==> config.mk <==
export PLATFORM = sky130hd
export DESIGN_NAME = iic_monitor
export DESIGN_NICKNAME = d
export VERILOG_FILES = /design/src/rtl/iic_monitor.sv
export SDC_FILE = /design/constraint.sdc
export NUM_CORES = 1
export LEC_CHECK = 0
export ABC_CLOCK_PERIOD_IN_PS = 2060
export CAP_MARGIN = 5
export CORE_UTILIZATION = 50
export DETAILED_ROUTE_END_ITERATION = 12
export PLACE_DENSITY = 0.76
export SLEW_MARGIN = 20
export SYNTH_ARGS = -nofsm -noshare
export SYNTH_HDL_FRONTEND = slang
export SYNTH_SLANG_ARGS = --single-unit
==> constraint.sdc <==
create_clock -name clk -period 2.06 [get_ports clk]
set_clock_uncertainty 0.05 [all_clocks]
set_input_delay 0.206 -clock clk [delete_from_list [all_inputs] [get_ports clk]]
set_output_delay 0.206 -clock clk [all_outputs]
set_load 0.03 [all_outputs]
==> src/rtl/iic_monitor.sv <==
// ---------------------------------------------------------------------------
// iic_monitor
// Listen-only IIC write decoder. It watches an IIC bus, accepts write
// transactions addressed to CHIP_ADDR and reports every data byte, together
// with the register address it targets, as a one-cycle pulse. The register
// pointer auto-increments so a burst write reports consecutive addresses.
//
// Ports
//   clk        : system clock, all logic on the rising edge
//   rstn       : asynchronous active-low reset
//   scl, sda   : IIC bus lines, asynchronous to clk, never driven
//   reg_addr   : register address of the most recent data byte
//   reg_data   : most recent data byte
//   data_valid : one-clk pulse, reg_addr/reg_data update in the same cycle
//   addr_err   : one-clk pulse when the address byte is not CHIP_ADDR
//   busy       : high whenever a transaction is being tracked (not IDLE)
// ---------------------------------------------------------------------------
module iic_monitor #(
    parameter logic [7:0] CHIP_ADDR = 8'hD0
) (
    input  logic       clk,
    input  logic       rstn,
    input  logic       scl,
    input  logic       sda,
    output logic [7:0] reg_addr,
    output logic [7:0] reg_data,
    output logic       data_valid,
    output logic       addr_err,
    output logic       busy
);

    typedef enum logic [2:0] {
        S_IDLE      = 3'd0,
        S_CHIP      = 3'd1,
        S_REG       = 3'd2,
        S_DATA      = 3'd3,
        S_WAIT_STOP = 3'd4
    } state_t;

    // Two synchronizer stages plus one history stage per bus line.
    logic       r_scl_s1, r_scl_s2, r_scl_d;
    logic       r_sda_s1, r_sda_s2, r_sda_d;

    state_t     r_state;
    logic [3:0] r_bit_cnt;
    logic [7:0] r_shift;
    logic [7:0] r_ptr;
    logic [7:0] r_reg_addr;
    logic [7:0] r_reg_data;
    logic       r_data_valid;
    logic       r_addr_err;

    logic       w_start;
    logic       w_stop;
    logic       w_bit_edge;
    logic       w_tracking;

    // START/STOP need scl high in both samples, while a bit edge needs the
    // previous scl sample low, so an sda change coincident with an scl rise
    // can only ever be taken as a bit.
    assign w_start    = r_scl_s2 && r_scl_d && !r_sda_s2 &&  r_sda_d;
    assign w_stop     = r_scl_s2 && r_scl_d &&  r_sda_s2 && !r_sda_d;
    assign w_bit_edge = r_scl_s2 && !r_scl_d;

    // Only the byte-collecting states count bits; IDLE and WAIT_STOP ignore them.
    assign w_tracking = (r_state == S_CHIP) || (r_state == S_REG) || (r_state == S_DATA);

    always_ff @(posedge clk or negedge rstn) begin
        if (!rstn) begin
            r_scl_s1     <= 1'b1;
            r_scl_s2     <= 1'b1;
            r_scl_d      <= 1'b1;
            r_sda_s1     <= 1'b1;
            r_sda_s2     <= 1'b1;
            r_sda_d      <= 1'b1;
            r_state      <= S_IDLE;
            r_bit_cnt    <= 4'd0;
            r_shift      <= 8'h00;
            r_ptr        <= 8'h00;
            r_reg_addr   <= 8'h00;
            r_reg_data   <= 8'h00;
            r_data_valid <= 1'b0;
            r_addr_err   <= 1'b0;
        end else begin
            r_scl_s1     <= scl;
            r_scl_s2     <= r_scl_s1;
            r_scl_d      <= r_scl_s2;
            r_sda_s1     <= sda;
            r_sda_s2     <= r_sda_s1;
            r_sda_d      <= r_sda_s2;

            r_data_valid <= 1'b0;
            r_addr_err   <= 1'b0;

            if (w_start) begin
                // Covers repeated START too: any partial byte is discarded.
                r_state   <= S_CHIP;
                r_bit_cnt <= 4'd0;
                r_shift   <= 8'h00;
            end else if (w_stop) begin
                r_state   <= S_IDLE;
                r_bit_cnt <= 4'd0;
                r_shift   <= 8'h00;
            end else if (w_bit_edge && w_tracking) begin
                if (r_bit_cnt == 4'd8) begin
                    // 9th (ACK) bit: the byte in r_shift is complete.
                    r_bit_cnt <= 4'd0;
                    case (r_state)
                        S_CHIP: begin
                            if (r_shift == CHIP_ADDR) begin
                                r_state <= S_REG;
                            end else begin
                                r_addr_err <= 1'b1;
                                r_state    <= S_WAIT_STOP;
                            end
                        end
                        S_REG: begin
                            r_ptr   <= r_shift;
                            r_state <= S_DATA;
                        end
                        S_DATA: begin
                            r_reg_addr   <= r_ptr;
                            r_reg_data   <= r_shift;
                            r_data_valid <= 1'b1;
                            r_ptr        <= r_ptr + 8'd1;
                        end
                        default: r_state <= r_state;
                    endcase
                end else begin
                    // Data bits arrive MSB first.
                    r_shift   <= {r_shift[6:0], r_sda_s2};
                    r_bit_cnt <= r_bit_cnt + 4'd1;
                end
            end
        end
    end

    assign reg_addr   = r_reg_addr;
    assign reg_data   = r_reg_data;
    assign data_valid = r_data_valid;
    assign addr_err   = r_addr_err;
    assign busy       = (r_state != S_IDLE);

endmodule

==> impl_metrics.csv, run 1 <==
group,metric,value,unit
status,outcome,"completed",
critical_path,cp_slowest_cell,"dfstp_2",
critical_path,cp.arrival,2.04,ns
floorplan,initial_core_util,52.5,%
clock_tree,cts-root-buf,"clkbuf_8",
clock_tree,path_clk_slew,0.08,ns
route,first_iter_violations,113,
critical_path,cpPeakStageDelay,0.53,ns
clock_tree,clk_latency,0.30,ns
placed_design,post-dp-hpwl,2.70,mm
placed_design,place_congestion,0.869,
timing,hold_violations,0,
critical_path,cp_max_fo,17,
synth,ys_seq_area_share,55.6,%
timing,period_needed,1.91,ns
critical_path,required,2.20,ns
floorplan,die_x,67.3,um
clock_tree,cts_tree,"yes",
clock_tree,clock_path_buffers,2,
timing,max-slew-margin-rel,73.6,%
route,ant_nets,0,
synth,synthesis.nets,198,
floorplan,num_rows,23,
final_layout,drive_gt1_share,19.5,%
final_layout,post-route-util,63.5,%
power,ir_drop,448,uV
critical_path,end_kind,"flop",
critical_path,cp-start-kind,"flop",
floorplan,core,4060,sq um
timing,tightestPinTransition,0.396,ns
global_routing,antenna_found_initial,0,
final_layout,n_fill_cell,309,
final_layout,antenna_cells,0,
power,powerDensity,748,nW/um^2
synth,synth_area,2130,sq um
flow_run,cap_violations,0,
route,drt_drc_violations_left,0,
clock_tree,htreeDepth,2,
route,viasPerCell,5.64,
floorplan,io_pins,23,
route,drtPass1Iterations,4,
critical_path,worstPathCellList,"nor3b_4 -> o21ai_2 -> or3_1 -> buf_12 -> mux2_4",
global_routing,grt_first_pass_wirelength,6.63,mm
timing,rsz0062_at_grt,"false",
synth,synthFlopType,"dfrtp_1",
final_layout,finalNetCount,227,
timing,slew_viol_final,0,
placed_design,dp_cells,262,
synth,syn_avg_cell_area,11.1,sq um
timing,setup-tns-final,0,ns
timing,finalSetupViolations,0,
final_layout,fin_cells,271,
synth,syn_inst,191,
global_routing,grt_max_degree,48,
synth,async_flop_share,100,%
timing,min_period_over_period,92.5,%
synth,synth_seq_cells,47,
critical_path,path_class,"flop to flop",
global_routing,first_global_vias,1391,
synth,synth_edf_count,0,
hold_path,hp-class,"input port to flop",
global_routing,grt.total_usage,20.2,%
route,via_count,1529,
floorplan,die_area,4520,sq um
route,routedWlPerCell,14.5,um
global_routing,grt_overflow,0,
final_layout,syn2layout_area_growth,20.9,%
floorplan,fp.dieH,67.3,um
timing,max_freq,0.525,GHz
synth,ys_types,39,
synth,ys_warn_count,0,
placed_design,port_buffers,22,
clock_tree,clock-sinks,47,
clock_tree,cts_buffers,5,
route,drt_wl_total,3.93,mm
power,power_leakage,1.20,nW
[stage by stage]
step                setup slack [ns]  hold slack, ns  area, sq um  power, mW
floorplan                    0.00167          -0.140         2130       1.17
global placement               0.186           0.155         2440       1.25
detailed placement             0.158           0.159         2440       1.26
CTS                         0.000310           0.251         2570       1.95
global route                  0.0694           0.244         2570       2.03
finish                         0.153           0.263         2570       1.93
[what timing repair did]
| action | in CTS | in global routing |
|---|---|---|
| hold endpoints to repair | 41 | 0 |
| endpoints found under the setup margin | 0 | 1 |
| gates resized for setup | 0 | 1 |
| buffers inserted | 0 | 0 |
| hold buffers | 1 | 0 |
[worst max-delay path: cells and delay by family, from the launching register on]
family | cells | cell delay (ns)
AND/OR/NAND/NOR | 2 | 0.60
flip-flops | 1 | 0.53
multiplexers | 1 | 0.30
buffers and inverters | 1 | 0.18
AO/OA/AOI/OAI | 1 | 0.12
[Yosys cell counts (2+ instances only)]
cell       number  area [sq um]
dfrtp_1        41          1030
nand2_1        26          97.6
o21ai_0        17          85.1
nand3_1        10          50.1
nor2_1         10          37.5
a21oi_1         9          45.0
mux2_4          9           135
mux2_2          7          78.8
dfstp_2         6           158
clkbuf_1        5          18.8
inv_1           5          18.8
o22ai_1         4          25.0
a2bb2oi_1       3          26.3
and3_1          3          18.8
ha_1            3          37.5
mux2i_1         3          30.0
nand3b_1        3          22.5
a31oi_1         2          12.5
and3b_1         2          17.5
buf_2           2          10.0
nor3b_1         2          15.0
or3_1           2          12.5
[cells by family (layout without fill, tap and decap cells)]
family	after synthesis	count (layout)	synth area share (%)
xor+xnor	2	2	0.823
fa+ha+maj	3	3	1.76
compound gates	41	41	11.4
buf+inv	13	43	2.76
mux	19	19	11.5
flops	47	47	55.6
simple gates	66	66	16.2
[worst paths after layout]
check	cells after the start	slack, ns	start	end
min reg2reg	0	0.31	r_scl_s1	r_scl_s2
max in group asynchronous	3	1.33	rstn	r_scl_s1
min in group asynchronous	3	0.36	rstn	reg_addr[6]
max reg2reg	5	0.15	r_scl_s2	reg_data[2]
min	1	0.26	scl	r_scl_s1
max	5	0.15	r_scl_s2	reg_data[2]
[state kept, by name, indices dropped and copies added, names as in the netlist]
name and cells:
data_valid 1, reg_addr 8, r_scl_s1 1, r_sda_s1 1, r_scl_s2 1, r_state 3
r_sda_d 1, r_ptr 8, r_sda_s2 1, r_shift 8, r_bit_cnt 4, reg_data 8
r_scl_d 1, addr_err 1
[cell usage in the layout, fill, tap and decap left out, types with 2 or more instances in the layout]
master | synthesis | layout
mux2_4 | 9 | 9
or3_1 | 2 | 2
ha_1 | 3 | 3
mux2i_1 | 3 | 3
nand2_1 | 26 | 26
nor2_1 | 10 | 10
o22ai_1 | 4 | 4
nand3_1 | 10 | 10
and3b_1 | 2 | 2
clkdlybuf4s50_1 | 0 | 20
clkbuf_8 | 0 | 6
nand3b_1 | 3 | 3
o21ai_0 | 17 | 17
a21oi_1 | 9 | 9
mux2_2 | 7 | 7
dfrtp_1 | 41 | 41
and3_1 | 3 | 3
nor3b_1 | 2 | 2
a31oi_1 | 2 | 2
buf_12 | 0 | 2
dfstp_2 | 6 | 6
inv_1 | 5 | 5
buf_4 | 0 | 5
a2bb2oi_1 | 3 | 3
[per-layer routing]
layer | vias to the layer above | part of all wire, % | GRT usage (%)
met2 | 30 | 49 | 32.4
li1 | 733 | - | -
met4 | 0 | 1.7 | 9.57
met5 | - | 0 | 0
met1 | 759 | 46 | 25.6
met3 | 7 | 3.1 | 4.73
[power by group]
group          internal, mW  total [mW]  leakage (nW)  switching [mW]
Sequential            0.980        1.06         0.624          0.0766
Combinational        0.0863       0.185         0.513          0.0991
Clock                 0.392       0.685        0.0612           0.292
[layout make-up]
| cell class | instances | area (sq um) | area share, % |
|---|---|---|---|
| Multi-Input combinational cell | 131 | 887 | 34.5 |
| Tap cell | 50 | 62.6 | 2.43 |
| Clock inverter | 2 | 35.0 | 1.36 |
| Sequential cell | 47 | 1180 | 46.0 |
| Timing Repair Buffer | 30 | 305 | 11.9 |
| Clock buffer | 6 | 82.6 | 3.21 |
| Inverter | 5 | 18.8 | 0.729 |
Power figures use the tool's default switching activity.
==> inputs of run 2 (changes only) <==
--- a/config.mk
+++ b/config.mk
@@ -9,6 +9,7 @@
 export CAP_MARGIN = 5
 export CORE_UTILIZATION = 50
 export DETAILED_ROUTE_END_ITERATION = 12
+export GPL_TIMING_DRIVEN = 0
 export PLACE_DENSITY = 0.76
 export SLEW_MARGIN = 20
 export SYNTH_ARGS = -nofsm -noshare
==> run 2 against run 1 <==
Die area is the same. Critical endpoint is now reg_addr[5]. Fmax is 5.3% lower. Largest power group unchanged. Sequential share of layout area shrank 0.62 points.
==> impl_metrics.csv, run 2 (synthesis gave the netlist of run 1 again) <==
group,metric,value,unit
clock_tree,clock_path_buffers,2,
route,drt_wl_total,4.31,mm
route,routedWlPerCell,15.5,um
route,ant_nets,0,
timing,fin_hold_ws,0.262,ns
critical_path,worstPathCellList,"nor3b_4 -> o21ai_4 -> or3_1 -> buf_6 -> buf_6 -> mux2_4",
critical_path,cp_top_family,"simple AND/OR/NAND/NOR gates",
critical_path,required,2.19,ns
critical_path,path_buf_inv,2,
clock_tree,htreeDepth,2,
timing,slew_viol_final,0,
floorplan,io_pins,23,
timing,setup-tns-final,0,ns
hold_path,whs_endpoint,"r_sda_s1",
route,dr_wl_met3,173,um
route,wl_met2,2.19,mm
placed_design,port_buffers,22,
timing,hold_violations,0,
floorplan,die_x,67.3,um
clock_tree,path_clk_slew,0.08,ns
status,outcome,"completed",
placed_design,place_congestion,0.852,
hold_path,hold_depth,1,
final_layout,design_area,2610,sq um
final_layout,n_fill_cell,333,
timing,finalSetupViolations,0,
power,powerDensity,686,nW/um^2
global_routing,grt_overflow,0,
clock_tree,cts-root-buf,"clkbuf_8",
critical_path,critPathLaunch,"r_scl_s2",
critical_path,cp.arrival,2.15,ns
route,top_layer_used,"met4",
power,ir_drop,435,uV
clock_tree,cts_buffers,5,
critical_path,reg2reg_to,"reg_addr[5]",
critical_path,cpPeakStageDelay,0.54,ns
timing,max-slew-margin-rel,64.4,%
final_layout,finalNetCount,235,
floorplan,num_rows,23,
timing,period_needed,2.01,ns
timing,tightestPinTransition,0.534,ns
floorplan,initial_core_util,52.5,%
floorplan,fp.dieH,67.3,um
final_layout,final_common_cell,"dfrtp_1",
hold_path,hp-class,"input port to flop",
final_layout,syn2layout_area_growth,22.6,%
placed_design,post-dp-hpwl,2.92,mm
power,power_leakage,1.21,nW
route,drt_drc_violations_left,0,
final_layout,drive_gt1_share,21.8,%
critical_path,r2r_slack,0.05,ns
final_layout,post-route-util,64.3,%
critical_path,r2r-start,"r_scl_s2",
critical_path,cp_slowest_cell,"dfstp_2",
flow_run,cap_violations,0,
timing,min_period_over_period,97.7,%
global_routing,first_global_vias,1448,
critical_path,crit_path_frequent_cell,"buf_6",
route,first_iter_violations,140,
critical_path,path_class,"flop to flop",
floorplan,core,4060,sq um
placed_design,postPlaceCellArea,2440,sq um
global_routing,grt_max_degree,26,
global_routing,antenna_found_initial,0,
global_routing,grt_first_pass_wirelength,6.96,mm
clock_tree,clk_latency,0.30,ns
power,p_total,1.79,mW
timing,rsz0062_at_grt,"false",
critical_path,r2r_cells,6,
critical_path,end_kind,"flop",
route,wl_met1,1.90,mm
critical_path,cp_max_fo,10,
floorplan,die_area,4520,sq um
route,drtPass1Iterations,4,
final_layout,antenna_cells,0,
critical_path,cp-start-kind,"flop",
global_routing,grt.total_usage,21.1,%
route,viasPerCell,5.62,
timing,max_freq,0.497,GHz
hold_path,worst_hold_startpoint,"sda",
clock_tree,cts_tree,"yes",
final_layout,layout_common_cells,"41 x dfrtp_1, 26 x nand2_1, 20 x clkdlybuf4s50_1",
clock_tree,clock-sinks,47,
route,via_count,1567,
run 2: changes by cell type in the layout (fill, tap and decap cells not counted), sizes merged:
cell	before	now
buf	8	13
clkbuf	6	10
bufinv	1	0
dlygate4sd2	0	1
dlymetal6s2s	1	0
run 2: area by class of cell:
class                      count  area [sq um]  area share (%)
buffer                         6          40.0            1.53
clock buffer                   7          76.3            2.92
clock inverter                 1          5.00           0.192
inverter                       5          18.8           0.719
multi-input combinational    131           912            34.9
sequential                    47          1180            45.4
tap                           50          62.6            2.40
timing repair buffer          32           312            11.9
run 2: worst max path at each step:
stage | to | slack [ns] | cells past startpoint
finish | reg_addr[5] | 0.05 | 6
global placement | r_bit_cnt[1] | -0.49 | 1
detailed placement | r_shift[3] | -0.28 | 7
floorplan | reg_addr[4] | 0.002 | 6
global route | reg_addr[4] | 0.01 | 6
CTS | reg_addr[5] | 0.003 | 6
run 2: through the flow:
stage | std cells | setup WS [ns]
3_3_place_gp | 263 | -0.489
4_1_cts | 275 | 0.00319
5_1_grt | 279 | 0.0108
2_1_floorplan | 191 | 0.00167
6_report | 279 | 0.0469
3_5_place_dp | 264 | -0.276
run 2: power breakdown:
group,total (mW),switching (mW),internal (mW)
combinational,0.210,0.110,0.0992
sequential,1.05,0.0740,0.980
clock,0.527,0.289,0.238
total,1.79,0.474,1.32
run 2: metal layers:
metal | global-route usage (%) | up-vias
met5 | 0 | -
met4 | 5.85 | 0
met3 | 5.07 | 6
met2 | 34.8 | 39
met1 | 27.5 | 768
li1 | - | 754
run 2: repair_timing:
item                                   CTS  global route
resized for setup                        4             4
buffers inserted                         3             5
endpoints found under the hold margin   16             0
setup endpoints to repair               19            25
hold buffers                             1             0
pin swaps                                1             0
==> inputs of run 3 (changes only) <==
--- a/config.mk
+++ b/config.mk
@@ -10,7 +10,7 @@
 export CORE_UTILIZATION = 50
 export DETAILED_ROUTE_END_ITERATION = 12
 export GPL_TIMING_DRIVEN = 0
-export PLACE_DENSITY = 0.76
+export PLACE_DENSITY_LB_ADDON = 0.05
 export SLEW_MARGIN = 20
 export SYNTH_ARGS = -nofsm -noshare
 export SYNTH_HDL_FRONTEND = slang
==> run 3 against run 2 <==
Die area is the same. Fmax grew 0.50%. Combinational power shrank 4%. First-iteration DRC count shrank 41%. Worst hold slack gained 0.0056 ns. Critical path depth is the same. Register-to-register slack is essentially flat. Critical endpoint is now reg_data[1]. Highest routed layer unchanged.
==> impl_metrics.csv, run 3 (synthesis gave the netlist of run 1 again) <==
group,metric,value,unit
status,outcome,"completed",
placed_design,port_buffers,22,
timing,hold_violations,0,
hold_path,worst_hold_startpoint,"sda",
timing,finalSetupViolations,0,
critical_path,cp.arrival,2.14,ns
route,ant_nets,0,
clock_tree,clock_path_buffers,2,
clock_tree,cts_buffers,5,
global_routing,grt_use_met1,27.2,%
global_routing,grt.total_usage,21.4,%
critical_path,cp_max_fo,10,
route,first_iter_violations,83,
route,drtPass1Iterations,4,
timing,period_needed,2.00,ns
placed_design,post-dp-hpwl,2.85,mm
power,ir_drop,496,uV
hold_path,hold_depth,1,
final_layout,drive_gt1_share,22.7,%
clock_tree,cts-root-buf,"clkbuf_8",
global_routing,first_global_vias,1464,
floorplan,initial_core_util,52.5,%
final_layout,antenna_cells,0,
critical_path,path_class,"flop to flop",
floorplan,io_pins,23,
critical_path,reg2reg_to,"reg_data[1]",
critical_path,r2r-start,"r_scl_s2",
global_routing,grtUsageMet2,33.8,%
clock_tree,htreeDepth,2,
floorplan,core,4060,sq um
route,viasPerCell,5.59,
timing,fin_hold_ws,0.268,ns
global_routing,busiest_layer,"met2",
route,drt_wl_total,4.21,mm
route,drt_drc_violations_left,0,
final_layout,final_common_cell,"dfrtp_1",
final_layout,syn2layout_area_growth,22.8,%
route,via_count,1560,
final_layout,finalNetCount,235,
global_routing,antenna_found_initial,0,
clock_tree,clk_latency,0.30,ns
timing,slew_viol_final,0,
hold_path,whs_endpoint,"r_sda_s1",
clock_tree,path_clk_slew,0.08,ns
critical_path,end_kind,"flop",
power,p_total,1.81,mW
timing,min_period_over_period,97.2,%
global_routing,gr-usage-met3,5.57,%
hold_path,hp-class,"input port to flop",
timing,tightestPinTransition,0.429,ns
power,power_leakage,1.21,nW
placed_design,place_congestion,0.851,
route,routedWlPerCell,15.1,um
global_routing,grt_overflow,0,
critical_path,cp-start-kind,"flop",
final_layout,layout_common_cells,"41 x dfrtp_1, 26 x nand2_1, 20 x clkdlybuf4s50_1",
floorplan,die_area,4520,sq um
global_routing,grt_max_degree,33,
timing,layout_setup_ws,0.0568,ns
timing,max-slew-margin-rel,71.0,%
critical_path,r2r_slack,0.06,ns
critical_path,required,2.19,ns
clock_tree,cts_tree,"yes",
clock_tree,clock-sinks,47,
floorplan,fp.dieH,67.3,um
floorplan,num_rows,23,
global_routing,grt_first_pass_wirelength,6.96,mm
placed_design,place_ws,-0.272,ns
flow_run,cap_violations,0,
critical_path,r2r_cells,6,
timing,max_freq,0.499,GHz
power,powerDensity,694,nW/um^2
floorplan,die_x,67.3,um
run 3: cell counts in the layout (fill, tap and decap cells not counted):
Identical to the previous run, type by type.
run 3: worst max-delay path, cell delays in order, from the launching register on:
cell     delay [ns]
dfstp_2        0.55
nor3b_4        0.23
o21ai_4        0.09
or3_1          0.36
buf_6          0.16
buf_6          0.16
mux2_4         0.30
run 3: how the worst max path moves through the flow:
stage                       from      endpoint  slack [ns]  cells after the start
floorplan               r_scl_s2   reg_addr[4]       0.002                      6
global placement            rstn  r_bit_cnt[3]       -0.46                      1
detailed placement  r_bit_cnt[0]    r_shift[3]       -0.27                      7
CTS                     r_scl_s2   reg_data[1]       0.008                      6
global route        r_bit_cnt[0]   reg_data[0]       -0.02                      7
finish                  r_scl_s2   reg_data[1]        0.06                      6
run 3: timing repair:
action,CTS,global route
gates resized for setup,5,4
endpoints found under the hold margin,15,0
buffers inserted,3,5
hold buffers,1,0
pin swaps,1,1
setup endpoints to repair,19,22
run 3: area by class of cell:
class / count / area [sq um]
Buffer: 6 / 40.0
Clock buffer: 7 / 86.3
Clock inverter: 1 / 5.00
Fill cell: 322 / 1440
Inverter: 5 / 18.8
Multi-Input combinational cell: 131 / 915
Sequential cell: 47 / 1180
Tap cell: 50 / 62.6
Timing Repair Buffer: 32 / 304
run 3: metrics by stage:
| stage | area [sq um] | setup TNS [ns] | cells | utilization (%) |
|---|---|---|---|---|
| 2_1_floorplan | 2130 | 0 | 191 | - |
| 3_3_place_gp | 2410 | -21.53 | 263 | 59.5 |
| 3_5_place_dp | 2430 | -3.18 | 264 | 59.9 |
| 4_1_cts | 2560 | 0 | 275 | 63.2 |
| 5_1_grt | 2620 | -0.0567 | 279 | 64.4 |
| 6_report | 2620 | 0 | 279 | 64.4 |
run 3: power breakdown:
group,total [mW],switching [mW],internal [mW]
Clock,0.560,0.289,0.271
Sequential,1.05,0.0730,0.980
Combinational,0.201,0.106,0.0951
Total,1.81,0.467,1.35
run 3: layer usage:
metal	wire length (um)	vias up	part of all wire (%)
li1	-	753	-
met1	1870	756	44
met2	2100	45	50
met3	176	6	4.2
met4	68	0	1.6
met5	0	-	0
